--- src/rtl/demux_rr_scheduler_pkg.sv ---
// Shared constants and state encoding for the round-robin demux scheduler.
package demux_rr_scheduler_pkg;

    localparam int unsigned N_CH    = 16;
    localparam int unsigned SEL_W   = 4;
    localparam int unsigned DWELL_W = 8;

    typedef enum logic [1:0] {
        StIdle  = 2'd0,
        StGrant = 2'd1,
        StGap   = 2'd2
    } state_e;

endpackage

--- src/rtl/demux_rr_scheduler_pick.sv ---
// Rotating-priority picker: the first set request bit at or above last+1, wrapping 15 -> 0.
module rr_priority_pick
    import demux_rr_scheduler_pkg::*;
(
    input  logic [N_CH-1:0]  req_i,
    input  logic [SEL_W-1:0] last_i,
    output logic [SEL_W-1:0] winner_o,
    output logic             valid_o
);

    logic [SEL_W-1:0]  start;
    logic [2*N_CH-1:0] dbl;
    logic [N_CH-1:0]   rot;
    logic [SEL_W-1:0]  idx;

    assign start = last_i + SEL_W'(1);

    always_comb begin
        dbl = {req_i, req_i};
        rot = dbl[start +: N_CH];
        idx = '0;
        // Scan downward so the lowest set bit is the one that sticks.
        for (int i = N_CH - 1; i >= 0; i--) begin
            if (rot[i]) begin
                idx = SEL_W'(i);
            end
        end
    end

    assign winner_o = idx + start;
    assign valid_o  = |req_i;

endmodule

--- src/rtl/demux_rr_scheduler.sv ---
// Round-robin owner of a shared 1:16 demux: dwell-limited grants with a one-cycle
// break-before-make gap between grants.
module demux_rr_scheduler
    import demux_rr_scheduler_pkg::*;
(
    input  logic               clk_i,
    input  logic               rst_ni,
    input  logic [N_CH-1:0]    req_i,
    input  logic [DWELL_W-1:0] dwell_i,
    input  logic               release_i,
    output logic [SEL_W-1:0]   sel_o,
    output logic               en_o,
    output logic [N_CH-1:0]    grant_o,
    output logic               busy_o
);

    state_e             state_q, state_d;
    logic [DWELL_W-1:0] cnt_q, cnt_d;
    logic [SEL_W-1:0]   last_q, last_d;
    logic [SEL_W-1:0]   sel_q, sel_d;
    logic               en_q, en_d;
    logic [N_CH-1:0]    grant_q, grant_d;
    logic               busy_q, busy_d;

    logic [SEL_W-1:0]   pick_winner;
    logic               pick_valid;

    rr_priority_pick u_pick (
        .req_i    (req_i),
        .last_i   (last_q),
        .winner_o (pick_winner),
        .valid_o  (pick_valid)
    );

    always_comb begin
        state_d = state_q;
        cnt_d   = cnt_q;
        last_d  = last_q;
        sel_d   = sel_q;
        en_d    = 1'b0;
        grant_d = '0;
        busy_d  = 1'b0;
        case (state_q)
            StIdle, StGap: begin
                if (pick_valid) begin
                    state_d = StGrant;
                    sel_d   = pick_winner;
                    last_d  = pick_winner;
                    en_d    = 1'b1;
                    grant_d = N_CH'(1) << pick_winner;
                    busy_d  = 1'b1;
                    // Dwell of 0 behaves as 1; counter holds remaining cycles after this one.
                    cnt_d   = (dwell_i == '0) ? '0 : dwell_i - DWELL_W'(1);
                end else begin
                    state_d = StIdle;
                end
            end
            StGrant: begin
                busy_d = 1'b1;
                if (cnt_q == '0 || release_i || !req_i[sel_q]) begin
                    state_d = StGap;
                end else begin
                    cnt_d   = cnt_q - DWELL_W'(1);
                    en_d    = 1'b1;
                    grant_d = grant_q;
                end
            end
            default: begin
                state_d = StIdle;
            end
        endcase
    end

    always_ff @(posedge clk_i or negedge rst_ni) begin
        if (!rst_ni) begin
            state_q <= StIdle;
            cnt_q   <= '0;
            last_q  <= SEL_W'(N_CH - 1);
            sel_q   <= '0;
            en_q    <= 1'b0;
            grant_q <= '0;
            busy_q  <= 1'b0;
        end else begin
            state_q <= state_d;
            cnt_q   <= cnt_d;
            last_q  <= last_d;
            sel_q   <= sel_d;
            en_q    <= en_d;
            grant_q <= grant_d;
            busy_q  <= busy_d;
        end
    end

    assign sel_o   = sel_q;
    assign en_o    = en_q;
    assign grant_o = grant_q;
    assign busy_o  = busy_q;

endmodule

--- config.mk ---
export PLATFORM = sky130hd
export DESIGN_NAME = demux_rr_scheduler
export DESIGN_NICKNAME = d
export VERILOG_FILES = /design/src/rtl/demux_rr_scheduler_pkg.sv /design/src/rtl/demux_rr_scheduler_pick.sv /design/src/rtl/demux_rr_scheduler.sv
export SDC_FILE = /design/constraint.sdc
export NUM_CORES = 1
export LEC_CHECK = 0
export BUFFER_PORTS_ARGS = -buffer_cell sky130_fd_sc_hd__buf_2
export CAP_MARGIN = 20
export CORE_UTILIZATION = 40
export DETAILED_ROUTE_END_ITERATION = 8
export GPL_ROUTABILITY_DRIVEN = 0
export GPL_TIMING_DRIVEN = 0
export SLEW_MARGIN = 10
export SYNTH_ARGS = -nofsm -noshare
export SYNTH_HDL_FRONTEND = slang
export SYNTH_SLANG_ARGS = --single-unit
--- constraint.sdc ---
create_clock -name clk_i -period 4.2 [get_ports clk_i]
set_input_delay 0.42 -clock clk_i [delete_from_list [all_inputs] [get_ports clk_i]]
set_output_delay 0.42 -clock clk_i [all_outputs]
set_load 0.03 [all_outputs]
Word level (Yosys, flattened, before mapping)
Cells that the tools add are included.
{ "word_totals": {"ff_bits": 36, "input_bits": 27, "out_inout_bits": 22} }
{ "op_classes": {"n_addsub": 4, "order_cmp": 1, "eq_ne": 5, "n_shift": 2, "muxes": 32, "reduce_logical": 11} }
{ "op_table": {"columns": ["cell", "count"], "rows": [
  ["two-way mux 4 bit", 16],
  ["two-way mux 16 bit", 2],
  ["case mux 16 bit (2 select lines)", 1],
  ["variable part select 32 x 5 -> 16 bit", 1],
  ["two-way mux 8 bit", 3],
  ["zero test 8 bit", 2],
  ["case mux 8 bit (2 select lines)", 1],
  ["OR reduction 16 bit", 1],
  ["<< shifter 1 x 4 -> 16 bit, first input constant", 1],
  ["subtractor 8 x 1 -> 8 bit, second input constant", 2],
  ["!= test 2 bit, second input constant", 3],
  ["less-than comparator 4 x 5 -> 1 bit, second input constant", 1],
  ["adder 4 x 1 -> 4 bit, second input constant", 1],
  ["adder 4 bit", 1],
  ["binary-select mux 1 bit (select 4 bit)", 1],
  ["two-way mux 1 bit", 4],
  ["case mux 1 bit (2 select lines)", 2],
  ["case mux 2 bit (2 select lines)", 1],
  ["AND reduction 3 bit", 1],
  ["== test 2 x 1 -> 1 bit, second input constant", 1],
  ["== test 2 bit, second input constant", 1],
  ["zero test 2 bit", 1],
  ["logical OR 1 bit", 2],
  ["two-way mux 2 bit", 1],
  ["other kinds (4)", 4]
]} }

Depth between registers and ports, before layout
{ "depth": {"ltp_word": 22, "depth_mapped": 19, "mapped_depth_nobuf": 16} }

Cells and area by module
Synthesis repeated with hierarchy kept, for this count alone.
{ "unflattened": {"hier_cells": 317, "hier_area_um2": 3268.1} }
{ "by_module_without_submodules": {"columns": ["module", "instances", "cells_each", "area_each_um2", "seq_area_each_um2"], "rows": [
  ["demux_rr_scheduler", 1, 183, 1885.6, 905.9],
  ["rr_priority_pick", 1, 134, 1382.6, 0.0]
]} }

Worst setup path before layout
No wires, ideal clock.
{ "synth_timing": {"path_type": "reg2reg", "startpoint": "register last_q[0]", "endpoint": "register grant_q[15], in the netlist grant_o[15]", "setup_ns": 0.069, "arrival_time_ns": 4.122, "slack_ns": 0.009, "path_stages_with_launch": 18, "path_buffers": 4, "period_less_slack_ns": 4.191, "cell_sequence": "dfstp_2 ha_1 buf_6 buf_12 buf_12 mux2i_1 mux4_2 mux2_2 a211o_1 o311a_1 ha_1 fa_1 and2_0 clkbuf_1 nand3_1 nor2_1 nand3_1 nand3_1"} }
{ "synth_between": {"elab_chain_cells": 22} }
{ "synth_lines": {"columns": ["element", "line_no", "text"], "rows": [
  ["from (decl)", "demux_rr_scheduler.sv:19", "logic [SEL_W-1:0] last_q, last_d;"],
  ["from (signal assigned)", "demux_rr_scheduler.sv:78", "last_q <= SEL_W'(N_CH - 1);"],
  ["from (signal assigned)", "demux_rr_scheduler.sv:86", "last_q <= last_d;"],
  ["adder 4 x 1 -> 4 bit *", "demux_rr_scheduler_pick.sv:16", "assign start = last_i + SEL_W'(1);"],
  ["variable part select 32 x 5 -> 16 bit", "demux_rr_scheduler_pick.sv:20", "rot = dbl[start +: N_CH];"],
  ["two-way mux 4 bit (16 in a row)", "demux_rr_scheduler_pick.sv:24", "if (rot[i]) begin"],
  ["adder 4 bit *", "demux_rr_scheduler_pick.sv:30", "assign winner_o = idx + start;"],
  ["named net pick_winner[1]", "demux_rr_scheduler.sv:25", "logic [SEL_W-1:0] pick_winner;"],
  ["<< shifter 1 x 4 -> 16 bit *", "demux_rr_scheduler.sv:50", "grant_d = N_CH'(1) << pick_winner;"],
  ["two-way mux 16 bit *", "demux_rr_scheduler.sv:45", "if (pick_valid) begin"],
  ["case mux 16 bit (2 select lines) *", "demux_rr_scheduler.sv:43", "case (state_q)"],
  ["to (signal assigned)", "demux_rr_scheduler.sv:89", "grant_q <= grant_d;"],
  ["to (decl)", "demux_rr_scheduler.sv:22", "logic [N_CH-1:0] grant_q, grant_d;"]
]} }
Mark *: on every way through the listed nets, which the timed path passes. The rest lies on a longest branch.
A chain may end at the register's enable or synchronous reset.

Worst setup path after layout
{ "layout_timing": {"startpoint": "register last_q[0]", "endpoint": "register grant_q[8], in the netlist grant_o[8]"} }
{ "layout_between": {"elab_chain_cells": 22} }
{ "layout_lines": {"columns": ["element", "line_no"], "rows": [
  ["adder 4 x 1 -> 4 bit *", "demux_rr_scheduler_pick.sv:16"],
  ["variable part select 32 x 5 -> 16 bit", "demux_rr_scheduler_pick.sv:20"],
  ["two-way mux 4 bit (16 in a row)", "demux_rr_scheduler_pick.sv:24"],
  ["adder 4 bit *", "demux_rr_scheduler_pick.sv:30"],
  ["<< shifter 1 x 4 -> 16 bit *", "demux_rr_scheduler.sv:50"],
  ["two-way mux 16 bit *", "demux_rr_scheduler.sv:45"],
  ["case mux 16 bit (2 select lines) *", "demux_rr_scheduler.sv:43"]
]} }
Mark *: on every way between the ends. The rest lies on a longest branch, timed or not.

==> qor.csv <==
metric,value,unit
outcome,"complete, no violations",
via_per_inst,6.000,
yosysTopAreaCell,dfrtp_1,
htree_num_levels,2,
yosys.cell_types.count,62,
grt_max_degree,37,
wl_per_cell,17.37,um
rows,32,
cts_sinks,36,
drive_gt1_share,38.88,%
initial_utilization,42.08,%
rsz0062_at_grt,true,
stdcell_area,4333,um^2
dr.pass1.iters,4,
synth.ff_latch_count,36,
antenna_found_initial,0,
cts-root-buf,clkbuf_8,
hold_viol_final,0,
die_w,92.86,um
drc_errors,0,
post-place-ws,-0.4436,ns
cp_max_fo,6,
synth_top_area_share,24.25,%
dp.cells,500,
ys.flop_type,dfrtp_1,
postPlaceCellArea,3670,um^2
clockBufferDepth,2,
ant_nets,0,
grt_pass1_vias,3150,
synth_area_leaders,"dfrtp_1, mux4_2, mux2i_1, nand3_1, nand2_1",
cts_hold_buffers,0,
die_area,8622,um^2
syn_inst,350,
slew_headroom,42.98,%
synth_warnings,0,
grt_overflow,0,
groute.usage.overall,22.03,%
clock_latency,0.29,ns
fin_ws,0.004564,ns
min_path_type,input port to asynchronous set/reset pin,
period_share,99.89,%
finalWirelength,9191,um
antenna_cells,0,
async_flop_share,100.0,%
grt_pass1_wl,15070,um
setup_viol,0,
drv_cap,0,
hpwl,6482,um
startpoint_type,flop,
fmax,0.2384,GHz
avgSynthCellArea,9.434,um^2
cts_tree,built,
tightest_slew,0.8442,ns
fin_tns_setup,0,ns
fin_nets,461,
chipHeight,92.86,um
initialDrtViolationCount,135,
fin_skew,0.008350,ns
core-area,7848,um^2
yosysMostFrequentCell,nand3_1,
vias,3174,
netlist_area,3302,um^2
period_minus_slack,4.195,ns
synthTopCellsByCount,"nand3_1, nand2_1, mux2i_1",
area_growth,31.22,%
seq_area_frac_synth,27.43,%
required,4.42,ns
ios,49,
arrival,4.42,ns
fin_cells,529,
synth_edf_count,0,
synth_fp_nets,385,
port_buffers,48,
end_kind,flop,
clk_pin_slew,0.08,ns
numCtsBuffers,5,
maxSlewViolCount,0,
path_class,flop to flop,
==> path summary, 6_finish.rpt <==
kind	startpoint	to	slack, ns	cells past startpoint
max reg2reg	last_q[0]	grant_o[8]	0.005	18
min	rst_ni	grant_o[9]	0.19	1
max	last_q[0]	grant_o[8]	0.005	18
max in group asynchronous	rst_ni	cnt_q[7]	3.51	1
min in group clk_i	dwell_i[0]	cnt_q[0]	0.47	3
min reg2reg	grant_o[14]	grant_o[14]	0.49	2
==> stage by stage <==
stage                     hold WS, ns  utilization (%)
after floorplan                0.1244                -
after global placement         0.4839            46.76
after detailed placement       0.4778            46.76
after CTS                      0.2419            51.45
after global routing           0.2882            55.21
final                          0.1924            55.21
==> sequential cells by signal, indices dropped and copies added (netlist names) <==
signal   flops
last_q       4
en_o         1
busy_o       1
grant_o     16
sel_o        4
cnt_q        8
state_q      2
==> layer usage <==
metal	global-route usage (%)	up-vias	wire length, um
met5	0	-	0
met4	8.205	0	146
met3	2.627	15	510
met2	36.09	110	4413
met1	29.78	1552	4121
li1	-	1497	-
==> logic make-up after synthesis <==
logic type               synth area share [%]
AO/OA/AOI/OAI                           14.48
multiplexers                            25.58
adder cells (fa/ha/maj)                 3.259
XOR/XNOR                                3.410
AND/OR/NAND/NOR                         20.73
buffers and inverters                   5.116
flip-flops                              27.43
==> final cells by class <==
cell class                      instances  area [um^2]
Clock inverter                          3        18.77
Clock buffer                            5        68.82
Buffer                                 17        137.6
Sequential cell                        36        905.9
Tap cell                              102        127.6
Fill cell                             720         3515
Inverter                                8        30.03
Timing Repair Buffer                   70        474.2
Multi-Input combinational cell        288         2570
==> timing repair <==
item,4_1_cts,5_1_grt
gates cloned,1,3
resized for setup,32,46
buffers inserted,15,4
pin swaps,13,29
endpoints found under the hold margin,0,0
setup endpoints to repair,22,22
==> cell usage in the layout (no fill, tap or decap), types with 3 or more instances in the layout <==
cell	count
ha_1	5
dfstp_2	4
nor2_4	6
o32ai_1	3
a21o_1	3
xnor2_4	5
o21ai_1	11
nand2_2	3
clkbuf_8	5
a22o_1	6
mux2i_2	5
nor2_1	13
nand3_2	5
dfrtp_1	32
o21a_1	4
nand2_1	32
nor3_1	5
a21oi_1	3
buf_12	3
nand3_1	35
mux4_2	16
inv_1	8
o21ai_0	12
buf_6	4
nor4_1	4
a211oi_1	4
xnor2_1	3
mux2i_1	27
nor2b_1	3
o22ai_1	3
nor2_2	10
mux4_1	4
nand2b_1	4
clkbuf_16	3
nand4_1	3
nor3b_1	3
buf_4	19
buf_2	51
clkbuf_1	5
==> worst max-delay path, stage by stage, from the launching register on <==
cell,delay (ns)
dfstp_2,0.56
ha_4,0.24
buf_12,0.15
buf_12,0.13
mux2i_2,0.15
mux4_2,0.52
mux2_4,0.30
buf_4,0.15
nand2b_4,0.08
nor2b_1,0.05
o41a_1,0.39
buf_4,0.15
fa_2,0.44
xor2_4,0.21
nor2_2,0.14
nand2_1,0.08
nor2_1,0.15
nand3_1,0.11
nand3_1,0.12
Power is not shown: default switching activity piles up to over one toggle a cycle in this logic, so the estimate is an artifact.
